<file path="src/rtl/pc_ctrl_pkg.sv">
// Shared types and constants for the fetch-side PC controller.
package pc_ctrl_pkg;

  typedef enum logic [1:0] {
    BOOT = 2'd0,
    RUN  = 2'd1,
    HALT = 2'd2
  } pc_state_e;

  localparam int PC_STEP = 4;

endpackage

</file>
<file path="src/rtl/pc_next_sel.sv">
// Combinational next-PC mux: redirect, hold, +4 step and target alignment.
// Optional feature macro: PC_MISALIGN_TRAP_EN (keep raw target, flag misalignment).
module pc_next_sel
  import pc_ctrl_pkg::*;
#(
  parameter int PC_W = 9
) (
  input  pc_state_e         state_i,
  input  logic [PC_W-1:0]   pc_i,
  input  logic              stall_i,
  input  logic              pc_sel_i,
  input  logic [31:0]       br_pc_i,
  output logic [PC_W-1:0]   pc_d_o,
  output logic              misaligned_o
);

  logic [PC_W-1:0] target;
  logic            unused_bits;

  // Upper target bits fall outside the fetch address space and are dropped.
  assign unused_bits = ^{br_pc_i[31:PC_W], br_pc_i[1:0]};

`ifdef PC_MISALIGN_TRAP_EN
  assign target       = br_pc_i[PC_W-1:0];
  assign misaligned_o = (br_pc_i[1:0] != 2'b00);
`else
  assign target       = {br_pc_i[PC_W-1:2], 2'b00};
  assign misaligned_o = 1'b0;
`endif

  always_comb begin
    pc_d_o = pc_i;
    if (state_i == RUN) begin
      if (pc_sel_i) begin
        pc_d_o = target;
      end else if (!stall_i) begin
        pc_d_o = pc_i + PC_W'(PC_STEP);
      end
    end
  end

endmodule

</file>
<file path="src/rtl/fetch_pc_ctrl.sv">
// Fetch PC controller: BOOT -> RUN -> HALT sequencing, redirects, stalls and flushes.
// Optional feature macro: PC_MISALIGN_TRAP_EN (misaligned redirect parks core, sets Misalign).
module fetch_pc_ctrl
  import pc_ctrl_pkg::*;
#(
  parameter int PC_W = 9
) (
  input  logic            clk,
  input  logic            reset,
  input  logic            Stall,
  input  logic            PcSel,
  input  logic            Halt,
  input  logic [31:0]     BrPC,
  output logic [PC_W-1:0] PC,
  output logic            Fetch_Valid,
  output logic            Flush_IfId,
  output logic            Flush_IdEx,
  output logic            Halted,
  output logic            Misalign
);

  pc_state_e       state_q, state_d;
  logic [PC_W-1:0] pc_q, pc_d;
  logic            fetch_valid_q, fetch_valid_d;
  logic            halted_q, halted_d;
  logic            misalign_q, misalign_d;
  logic            misaligned;
  logic            redirect;

  pc_next_sel #(.PC_W(PC_W)) u_next_sel (
    .state_i      (state_q),
    .pc_i         (pc_q),
    .stall_i      (Stall),
    .pc_sel_i     (PcSel),
    .br_pc_i      (BrPC),
    .pc_d_o       (pc_d),
    .misaligned_o (misaligned)
  );

  // Redirect wins over Stall; only meaningful while running.
  assign redirect = PcSel && (state_q == RUN);

  always_comb begin
    state_d       = state_q;
    fetch_valid_d = fetch_valid_q;
    halted_d      = halted_q;
    misalign_d    = misalign_q;
    case (state_q)
      BOOT: begin
        state_d       = RUN;
        fetch_valid_d = 1'b1;
      end
      RUN: begin
        if (PcSel && (Halt || misaligned)) begin
          state_d       = HALT;
          fetch_valid_d = 1'b0;
          halted_d      = 1'b1;
          misalign_d    = misalign_q | misaligned;
        end
      end
      HALT: begin
        state_d = HALT;
      end
      default: begin
        state_d       = BOOT;
        fetch_valid_d = 1'b0;
      end
    endcase
  end

  always_ff @(posedge clk) begin
    if (!reset) begin
      state_q       <= BOOT;
      pc_q          <= '0;
      fetch_valid_q <= 1'b0;
      halted_q      <= 1'b0;
      misalign_q    <= 1'b0;
    end else begin
      state_q       <= state_d;
      pc_q          <= pc_d;
      fetch_valid_q <= fetch_valid_d;
      halted_q      <= halted_d;
      misalign_q    <= misalign_d;
    end
  end

  assign PC          = pc_q;
  assign Fetch_Valid = fetch_valid_q;
  assign Halted      = halted_q;
  assign Misalign    = misalign_q;
  assign Flush_IfId  = reset && redirect;
  assign Flush_IdEx  = reset && redirect;

endmodule

</file>
<file path="config.mk">
export PLATFORM = sky130hd
export DESIGN_NAME = fetch_pc_ctrl
export DESIGN_NICKNAME = d
export VERILOG_FILES = /design/src/rtl/pc_ctrl_pkg.sv /design/src/rtl/pc_next_sel.sv /design/src/rtl/fetch_pc_ctrl.sv
export SDC_FILE = /design/constraint.sdc
export NUM_CORES = 1
export LEC_CHECK = 0
export BUFFER_PORTS_ARGS = -buffer_cell sky130_fd_sc_hd__buf_2
export CAP_MARGIN = 20
export CORE_MARGIN = 10
export CORE_UTILIZATION = 40
export CTS_BUF_LIST = sky130_fd_sc_hd__clkbuf_4
export DETAILED_ROUTE_END_ITERATION = 12
export PLACE_DENSITY = 0.81
export SLEW_MARGIN = 15
export SYNTH_ARGS = -nofsm -noshare
export SYNTH_HDL_FRONTEND = slang
export SYNTH_SLANG_ARGS = --single-unit
</file>
<file path="constraint.sdc">
create_clock -name clk -period 3.3 [get_ports clk]
set_input_delay 0.165 -clock clk [delete_from_list [all_inputs] [get_ports clk]]
set_output_delay 0.165 -clock clk [all_outputs]
set_load 0.05 [all_outputs]
</file>
Word level (Yosys, flattened, before mapping)
Index checks and enable logic that the tools add are counted.

storage, ports and cells
  bits in registers = 13
  input port bits = 37

cells by class
  add/sub/neg operators = 1
  reduce and logical (&&, ||, !) cells = 7
  bitwise logic cells = 1
  muxes and demuxes = 6
  equal/unequal tests = 4

operators by type and width
  cell                                                                     count
  9-bit 2-to-1 mux                                                         2
  9-bit by 3-bit adder with 9-bit output, second input constant            1
  2-bit one-hot mux with 3 select lines                                    1
  2-bit AND reduction                                                      3
  2-bit by 1-bit inequality test with 1-bit output, second input constant  2
  1-bit logical AND                                                        3
  1-bit one-hot mux with 3 select lines                                    1
  2-bit by 1-bit == test with 1-bit output, second input constant          1
  2-bit == test, second input constant                                     1
  2-bit zero test                                                          1
  2-bit 2-to-1 mux                                                         1
  1-bit 2-to-1 mux                                                         1
  1-bit NOT                                                                1

Depth between registers and ports, before layout
Gate-level depths: netlist (run 1).

  word-level depth = 3
  depth in mapped cells = 7

Cells and area by module
From an unflattened synthesis (run 1), not the netlist that was laid out.

second synthesis, totals
  cell total of the unflattened synthesis = 92
  area, all modules = 840.8 um^2

modules (own cells, without submodules)
  module         area an instance (um^2)  times used  cells each  sequential area each (um^2)
  fetch_pc_ctrl  511.7                    1           46          280.3
  pc_next_sel    329.1                    1           46          0.0

Worst setup path before layout (run 1)
OpenSTA, ideal clock, no wires.

  path type = reg-to-output
  start = register state_q[1]
  end = output Flush_IfId
  data arrival time = 1.426 ns
  cell stages (with the launch flop) = 6
  buffers on the path = 2
  data required time = 3.135 ns
  slack = 1.709 ns
  cell sequence = dfxtp_1 inv_1 ha_1 buf_2 and3_1 buf_4

on the way
  word-level cells in the longest chain between the ends = 3

RTL lines
  what                                      RTL line             source
  from (decl)                               fetch_pc_ctrl.sv:22  pc_state_e state_q, state_d;
  from (signal assigned)                    fetch_pc_ctrl.sv:79  state_q <= state_d;
  2-bit by 1-bit == test with 1-bit output  fetch_pc_ctrl.sv:41  assign redirect = PcSel && (state_q == RUN);
  1-bit logical AND                         fetch_pc_ctrl.sv:41
  1-bit logical AND                         n/a
  to (decl)                                 fetch_pc_ctrl.sv:16  output logic Flush_IfId,

No other way between the ends.

Worst setup path in the final report (run 1)
  start = register state_q[1]
  end = output Flush_IfId

on the way
  word-level cells in the longest chain between the ends = 3

RTL lines
  what                                      RTL line             source
  2-bit by 1-bit == test with 1-bit output  fetch_pc_ctrl.sv:41
  1-bit logical AND                         fetch_pc_ctrl.sv:41
  1-bit logical AND                         fetch_pc_ctrl.sv:91  assign Flush_IfId = reset && redirect;

No other way between the ends.

==> impl_metrics.json, run 1 <==
{
  "drc_errors": 0,
  "crit_buf_inv": 2,
  "fmax_ghz": 0.607,
  "fp.dieH_um": 60.4,
  "path_cells": "inv_1, ha_1, and3_1, buf_2",
  "hp-class": "input pin to flip-flop",
  "cp_top_family": "buffers and inverters",
  "cp_slowest_stage_delay_ns": 0.33,
  "synth_top_area_share": 0.337,
  "cp.arrival_ns": 1.48,
  "setup-violations-final": 0,
  "yosys_most_used_dff": "dfxtp_1",
  "synth_edf_count": 0,
  "syn_avg_cell_area_um2": 8.61,
  "period_minus_slack_ns": 1.65,
  "ys_warn_count": 0,
  "synth_seq_area_share": 0.337,
  "wl_met3_um": 148,
  "final_core_util": 0.511,
  "syn_inst": 76,
  "drt_iter0_drc": 12,
  "ctsResizeCount": 0,
  "fillers": 156,
  "antenna_found_initial": 0,
  "hold_violations": 0,
  "rsz0062_at_grt": "false",
  "die_w_um": 60.4,
  "vias_per_cell": 5.42,
  "start_kind": "flip-flop",
  "clock-sinks": 11,
  "fp.coreArea_um2": 1520,
  "grt_use_total": 0.0919,
  "drive_gt1_frac": 0.299,
  "rows": 14,
  "pwr_density_cell_nw_per_um2": 802,
  "ir_drop_uv": 346,
  "grt_max_degree": 14,
  "gr-total-overflow": 0,
  "avgRoutedWirePerCell_um": 14.2,
  "grt_pass1_wl_um": 2630,
  "tritoncts": "done",
  "cts_root_buf": "clkbuf_4",
  "drv_cap": 0,
  "initial_core_util": 0.429,
  "cts_buffers": 3,
  "ys_top_cells_by_area": "dfxtp_1, mux2i_1, ha_1, nor2_1, buf_4",
  "yosys.area.top_type": "dfxtp_1",
  "htree_levels": 1,
  "synth_cell_types": 28,
  "final_max_slew_viol_count": 0,
  "required_ns": 3.13,
  "clock_skew_ns": 0.00812,
  "cts_setup_buffers": 0,
  "cpMaxStageDelayCell": "dfxtp_1",
  "dp_hpwl_um": 1230,
  "status": "completed",
  "endpoint_kind": "output pin",
  "final_cell_mix": "buf_2, dfxtp_1, nor2_1, mux2i_1, a21oi_1",
  "ys_seq_elements": 11,
  "layout_commonest_cell": "buf_2",
  "wirelength_um": 1600,
  "clockBufferDepth": 2,
  "first_global_vias": 596,
  "fin_setup_tns_ns": 0,
  "fp.dieArea_um2": 3650,
  "ant_nets": 0,
  "clk_pin_slew_ns": 0.07,
  "first_pass_iters": 4,
  "syn_area_um2": 654,
  "port_buffers": 22,
  "m1WireLength_um": 630,
  "top_layer": "met4",
  "pin_count": 51,
  "dr_wl_met2_um": 808,
  "area_growth_syn_to_layout_pct": 18.9,
  "p_leak_nw": 0.362,
  "period_share": 0.499,
  "criticalPathCategory": "flip-flop to output pin",
  "synthArstFlopShare": 0,
  "num_vias": 613,
  "insertion_delay_ns": 0.28,
  "diodes": 0,
  "path_max_fanout": 10,
  "postCtsHoldBufs": 0,
  "routabilityCongestion": 0.806,
  "nets": 139
}
[final cells by class]
type,instances,area [um^2],area share
multi-input combinational,55,379,0.487
sequential,11,220,0.283
timing repair buffer,22,110,0.141
clock buffer,4,30.0,0.0386
tap,16,20.0,0.0257
inverter,5,18.8,0.0241
[state kept, by name, summed over array words and instances (netlist names)]
signal and count:
Fetch_Valid 1, state_q 2, Halted 1, PC 7
[synthesized netlist by cell type (2+ instances only)]
cell      number
nor2_1         9
buf_4          4
o21ai_0        4
dfxtp_1       11
inv_1          4
a211oi_1       2
buf_2          2
mux2i_1        6
nand2_1        2
nand4_1        4
nand3_1        2
a221oi_1       2
a21oi_1        5
ha_1           4
o22ai_1        2
[report_power, final]
| part | switching, W | internal, W |
|---|---|---|
| combinational | 0.000215 | 0.000101 |
| clock | 0.0000483 | 0.0000551 |
| sequential | 0.0000353 | 0.000170 |
[final timing paths]
kind                             from                        to  slack (ns)  cells after the start
max           state_q[1]$_SDFFE_PN0P_                Flush_IfId        1.65                      4
min                           BrPC[2]        PC[2]$_SDFFE_PN0P_        0.18                      3
max reg2reg   state_q[1]$_SDFFE_PN0P_        PC[2]$_SDFFE_PN0P_        1.79                      5
min reg2reg  Fetch_Valid$_SDFFE_PN0P_  Fetch_Valid$_SDFFE_PN0P_        0.48                      2
[worst min-delay path, delay by kind of cell]
kind | cells | cell delay [ns]
and+or+nand+nor | 1 | 0.07
buffers and inverters | 1 | 0.10
AOI/OAI and AO/OA | 1 | 0.06
[metal layers]
layer,up-vias,global-route usage
li1,316,-
met3,2,0.0459
met2,21,0.154
met1,274,0.0959
met5,-,0
met4,0,0.0376
[metrics by stage]
step	instance area, um^2	std cells	setup slack (ns)	total power (W)	hold slack (ns)
floorplan	662	78	1.71	0.000462	0.329
global placement	748	109	1.81	0.000516	0.440
global route	778	113	1.53	0.000675	0.177
finish	778	113	1.65	0.000624	0.177
detailed placement	748	109	1.80	0.000525	0.464
CTS	778	113	1.63	0.000633	0.166
[cells by family (layout without fill, tap and decap cells)]
| logic type | count (synthesis) | after routing | synth area share |
|---|---|---|---|
| flip-flops | 11 | 11 | 0.337 |
| adder cells (fa/ha/maj) | 4 | 4 | 0.0765 |
| AO/OA/AOI/OAI | 21 | 21 | 0.231 |
| buffers and inverters | 12 | 31 | 0.0956 |
| multiplexers | 6 | 6 | 0.0918 |
| other | 1 | 3 | 0.00573 |
| AND/OR/NAND/NOR | 21 | 21 | 0.163 |
(Power assumes the default switching activity.)
==> run 2: changes to the inputs <==
==> constraint.sdc (replaced) <==
create_clock -name clk -period 1.65 [get_ports clk]
set_input_delay 0.0825 -clock clk [delete_from_list [all_inputs] [get_ports clk]]
set_output_delay 0.0825 -clock clk [all_outputs]
set_load 0.05 [all_outputs]
==> impl_metrics.json, run 2 (same netlist as run 1, synthesis figures left out) <==
{
  "hold_violations": 0,
  "fillers": 144,
  "cts_buffers": 3,
  "period_share": 0.932,
  "htree_levels": 1,
  "cp_slowest_stage_delay_ns": 0.32,
  "layout_commonest_cell": "buf_2",
  "drv_cap": 0,
  "port_buffers": 22,
  "drc_errors": 0,
  "criticalPathCategory": "flip-flop to output pin",
  "postCtsHoldBufs": 0,
  "initial_core_util": 0.429,
  "antenna_found_initial": 0,
  "period_minus_slack_ns": 1.54,
  "first_pass_iters": 4,
  "r2r-start": "state_q[1]$_SDFFE_PN0P_",
  "pin_count": 51,
  "gr-total-overflow": 0,
  "status": "completed",
  "final_cells": 114,
  "grt_use_total": 0.0873,
  "p_leak_nw": 0.367,
  "start_kind": "flip-flop",
  "crit_buf_inv": 3,
  "rsz0062_at_grt": "false",
  "cp.arrival_ns": 1.45,
  "hp-start": "Halt",
  "drt_iter0_drc": 14,
  "crit_path_start": "state_q[1]$_SDFFE_PN0P_",
  "endpoint_kind": "output pin",
  "cp_top_family": "buffers and inverters",
  "vias_per_cell": 5.40,
  "grt_max_degree": 14,
  "die_w_um": 60.4,
  "final_cell_mix": "buf_2, dfxtp_1, nor2_1, mux2i_1, a21oi_1",
  "clockBufferDepth": 2,
  "routabilityCongestion": 0.808,
  "clock-sinks": 11,
  "grt_pass1_wl_um": 2550,
  "dp_hpwl_um": 1240,
  "fin_setup_tns_ns": 0,
  "tritoncts": "done",
  "cts_setup_buffers": 0,
  "fp.coreArea_um2": 1520,
  "fp.dieH_um": 60.4,
  "first_global_vias": 565,
  "area_growth_syn_to_layout_pct": 20.1,
  "num_vias": 616,
  "ir_drop_uv": 882,
  "dp_cells": 110,
  "diodes": 0,
  "path_cells": "inv_1, ha_1, buf_4, and3_1, buf_2",
  "avgRoutedWirePerCell_um": 14.5,
  "drive_gt1_frac": 0.306,
  "clock_skew_ns": 0.00238,
  "final_max_slew_viol_count": 0,
  "cpMaxStageDelayCell": "dfxtp_1",
  "nets": 140,
  "setup-violations-final": 0,
  "wirelength_um": 1660,
  "ctsResizeCount": 0,
  "cts_root_buf": "clkbuf_4",
  "rows": 14,
  "pwr_density_cell_nw_per_um2": 1620,
  "fmax_ghz": 0.651,
  "insertion_delay_ns": 0.27,
  "ant_nets": 0,
  "largest_reg_flops": 7,
  "clk_pin_slew_ns": 0.07,
  "hp-class": "input pin to flip-flop",
  "path_max_fanout": 7,
  "fp.dieArea_um2": 3650,
  "required_ns": 1.57
}
[run 2: cell types whose count changed in the layout (fill, tap and decap cells not counted)]
cell	change
buf_4	+1
[run 2: power by group]
| group | total, W | switching (W) | internal, W |
|---|---|---|---|
| sequential | 0.000414 | 0.0000740 | 0.000340 |
| combinational | 0.000657 | 0.000441 | 0.000215 |
| clock | 0.000201 | 0.0000913 | 0.000110 |
| total | 0.00127 | 0.000607 | 0.000665 |
[run 2: path summary, 6_finish.rpt]
path | slack [ns] | to | cells past startpoint
setup / recovery | 0.11 | Flush_IfId | 5
hold / removal | 0.09 | Halted$_SDFFE_PN0P_ | 3
setup reg to reg | 0.30 | PC[2]$_SDFFE_PN0P_ | 5
hold reg to reg | 0.47 | Halted$_SDFFE_PN0P_ | 2
[run 2: tightest hold or removal path, cell delays in order]
cell,delay (ns)
buf_2,0.09
a31oi_1,0.08
nor2_1,0.07
[run 2: layout make-up]
| cell class | count | area [um^2] | area share |
|---|---|---|---|
| repair buffers | 23 | 118 | 0.150 |
| well taps | 16 | 20.0 | 0.0255 |
| multi-input cells | 55 | 379 | 0.482 |
| flip-flops and latches | 11 | 220 | 0.280 |
| clock buffers | 4 | 30.0 | 0.0382 |
| inverters | 5 | 18.8 | 0.0239 |
[run 2: metrics by stage]
step | utilization | power [W] | cell area (um^2) | hold WS, ns | worst slack [ns]
finish | 0.516 | 0.00127 | 786 | 0.0908 | 0.113
global route | 0.516 | 0.00136 | 786 | 0.0971 | 0.0193
CTS | 0.516 | 0.00129 | 786 | 0.0878 | 0.0900
detailed placement | 0.496 | 0.00107 | 756 | 0.377 | 0.303
global placement | 0.496 | 0.00105 | 756 | 0.360 | 0.340
floorplan | - | 0.000924 | 662 | 0.247 | 0.0801
[run 2: metal layers]
metal	share of wire	up-vias	routed length (um)	global-route usage
li1	-	315	-	-
met2	0.50	17	825	0.147
met3	0.095	0	157	0.0480
met1	0.41	284	672	0.0980
met5	0	-	0	0
met4	0	0	0	0.00940
==> run 3: changes to the inputs <==
--- a/config.mk
+++ b/config.mk
@@ -5,13 +5,13 @@
 export SDC_FILE = /design/constraint.sdc
 export NUM_CORES = 1
 export LEC_CHECK = 0
-export BUFFER_PORTS_ARGS = -buffer_cell sky130_fd_sc_hd__buf_2
+export BUFFER_PORTS_ARGS = -buffer_cell sky130_fd_sc_hd__buf_4
 export CAP_MARGIN = 20
 export CORE_MARGIN = 10
-export CORE_UTILIZATION = 40
+export CORE_UTILIZATION = 36
 export CTS_BUF_LIST = sky130_fd_sc_hd__clkbuf_4
 export DETAILED_ROUTE_END_ITERATION = 12
-export PLACE_DENSITY = 0.81
+export PLACE_DENSITY = 0.77
 export SLEW_MARGIN = 15
 export SYNTH_ARGS = -nofsm -noshare
 export SYNTH_HDL_FRONTEND = slang
==> constraint.sdc (replaced) <==
create_clock -name clk -period 1.3 [get_ports clk]
set_input_delay 0.065 -clock clk [delete_from_list [all_inputs] [get_ports clk]]
set_output_delay 0.065 -clock clk [all_outputs]
set_load 0.05 [all_outputs]
==> impl_metrics.json, run 3 (same netlist as run 1, synthesis figures left out) <==
{
  "htree_levels": 1,
  "port_buffers": 22,
  "rsz0062_at_grt": "true",
  "tritoncts": "done",
  "status": "completed",
  "cts_buffers": 3,
  "cts_root_buf": "clkbuf_4",
  "crit_buf_inv": 3,
  "gr-total-overflow": 0,
  "nets": 144,
  "ant_nets": 0,
  "die_w_um": 62.6,
  "grt_use_total": 0.0863,
  "regArea_um2": 233,
  "final_max_slew_viol_count": 0,
  "drt_iter0_drc": 25,
  "avgRoutedWirePerCell_um": 13.2,
  "routabilityCongestion": 0.826,
  "layout_commonest_cell": "buf_4",
  "period_minus_slack_ns": 1.30,
  "num_vias": 663,
  "clk_pin_slew_ns": 0.08,
  "pin_count": 51,
  "first_pass_iters": 4,
  "endpoint_kind": "output pin",
  "final_cells": 127,
  "hold_violations": 0,
  "cpMaxStageDelayCell": "dfxtp_2",
  "fmax_ghz": 0.771,
  "insertion_delay_ns": 0.27,
  "wirelength_um": 1680,
  "rows": 15,
  "antenna_found_initial": 0,
  "vias_per_cell": 5.22,
  "holdWs_ns": 0.0698,
  "start_kind": "flip-flop",
  "period_share": 0.997,
  "fillers": 157,
  "drc_errors": 0,
  "cp.arrival_ns": 1.23,
  "fp.dieArea_um2": 3920,
  "cp_slowest_stage_delay_ns": 0.33,
  "drive_gt1_frac": 0.441,
  "initial_core_util": 0.379,
  "criticalPathCategory": "flip-flop to output pin",
  "dp_hpwl_um": 1290,
  "final_cell_mix": "buf_4, nor2_1, mux2i_1, dfxtp_1, a21oi_1",
  "pwr_density_cell_nw_per_um2": 1950,
  "dp_cells": 121,
  "postCtsHoldBufs": 0,
  "fp.dieH_um": 62.6,
  "path_cells": "inv_2, ha_4, buf_6, and3_4, buf_8",
  "hp-class": "input pin to flip-flop",
  "setup-violations-final": 0,
  "clock_skew_ns": 0.00451,
  "largest_reg_flops": 7,
  "diodes": 0,
  "multi_input_area_um2": 412,
  "grt_max_degree": 14,
  "drv_cap": 0,
  "clockBufferDepth": 2,
  "cp_top_family": "flip-flops",
  "ir_drop_uv": 814,
  "p_leak_nw": 0.405,
  "path_max_fanout": 3,
  "required_ns": 1.24,
  "fp.coreArea_um2": 1730,
  "clock-sinks": 11,
  "first_global_vias": 652,
  "grt_pass1_wl_um": 2840,
  "area_growth_syn_to_layout_pct": 44.6
}
-- run 3: path summary, 6_finish.rpt --
path / start / to / slack (ns) / depth (start not counted)
setup / recovery: state_q[1]$_SDFFE_PN0P_ / Flush_IdEx / 0.003 / 5
hold / removal: BrPC[2] / PC[2]$_SDFFE_PN0P_ / 0.07 / 3
setup reg to reg: state_q[1]$_SDFFE_PN0P_ / PC[2]$_SDFFE_PN0P_ / 0.07 / 5
hold reg to reg: Fetch_Valid$_SDFFE_PN0P_ / Fetch_Valid$_SDFFE_PN0P_ / 0.49 / 2
-- run 3: area by class of cell --
| class | count | area share |
|---|---|---|
| Sequential cell | 11 | 0.246 |
| Inverter | 5 | 0.0198 |
| Timing Repair Buffer | 27 | 0.234 |
| Multi-Input combinational cell | 55 | 0.435 |
| Tap cell | 25 | 0.0331 |
| Clock buffer | 4 | 0.0317 |
-- run 3: routing by layer --
layer	vias to the layer above	wire, um	global-route usage
li1	322	-	-
met1	308	712	0.0939
met2	31	843	0.142
met3	2	85	0.0197
met4	0	34	0.0642
met5	-	0	0
-- run 3: power by group --
part           switching [W]  leakage (nW)  total [W]  internal (W)
combinational       0.000593         0.293    0.00103      0.000441
sequential          0.000102        0.0931   0.000552      0.000450
clock               0.000120        0.0184   0.000260      0.000139
-- run 3: tightest hold or removal path: cells and delay by family --
family | cells | cell delay [ns]
simple gates | 1 | 0.07
compound gates | 1 | 0.06
buf+inv | 1 | 0.11
-- run 3: repair_timing --
item	in CTS	in global routing
setup endpoints to repair	4	7
resized for setup	10	4
cloned	0	0
pin swaps	2	3
buffers inserted	2	0
-- run 3: through the flow --
step / util / setup TNS, ns / total power (W) / worst slack [ns] / area (um^2)
CTS: 0.539 / -0.0359 / 0.00183 / -0.0184 / 931
global route: 0.548 / -0.130 / 0.00198 / -0.0397 / 946
detailed placement: 0.493 / -0.0640 / 0.00147 / -0.0417 / 852
floorplan: - / -0.104 / 0.00120 / -0.104 / 679
finish: 0.548 / 0 / 0.00185 / 0.00326 / 946
global placement: 0.493 / 0 / 0.00144 / 0.0164 / 852
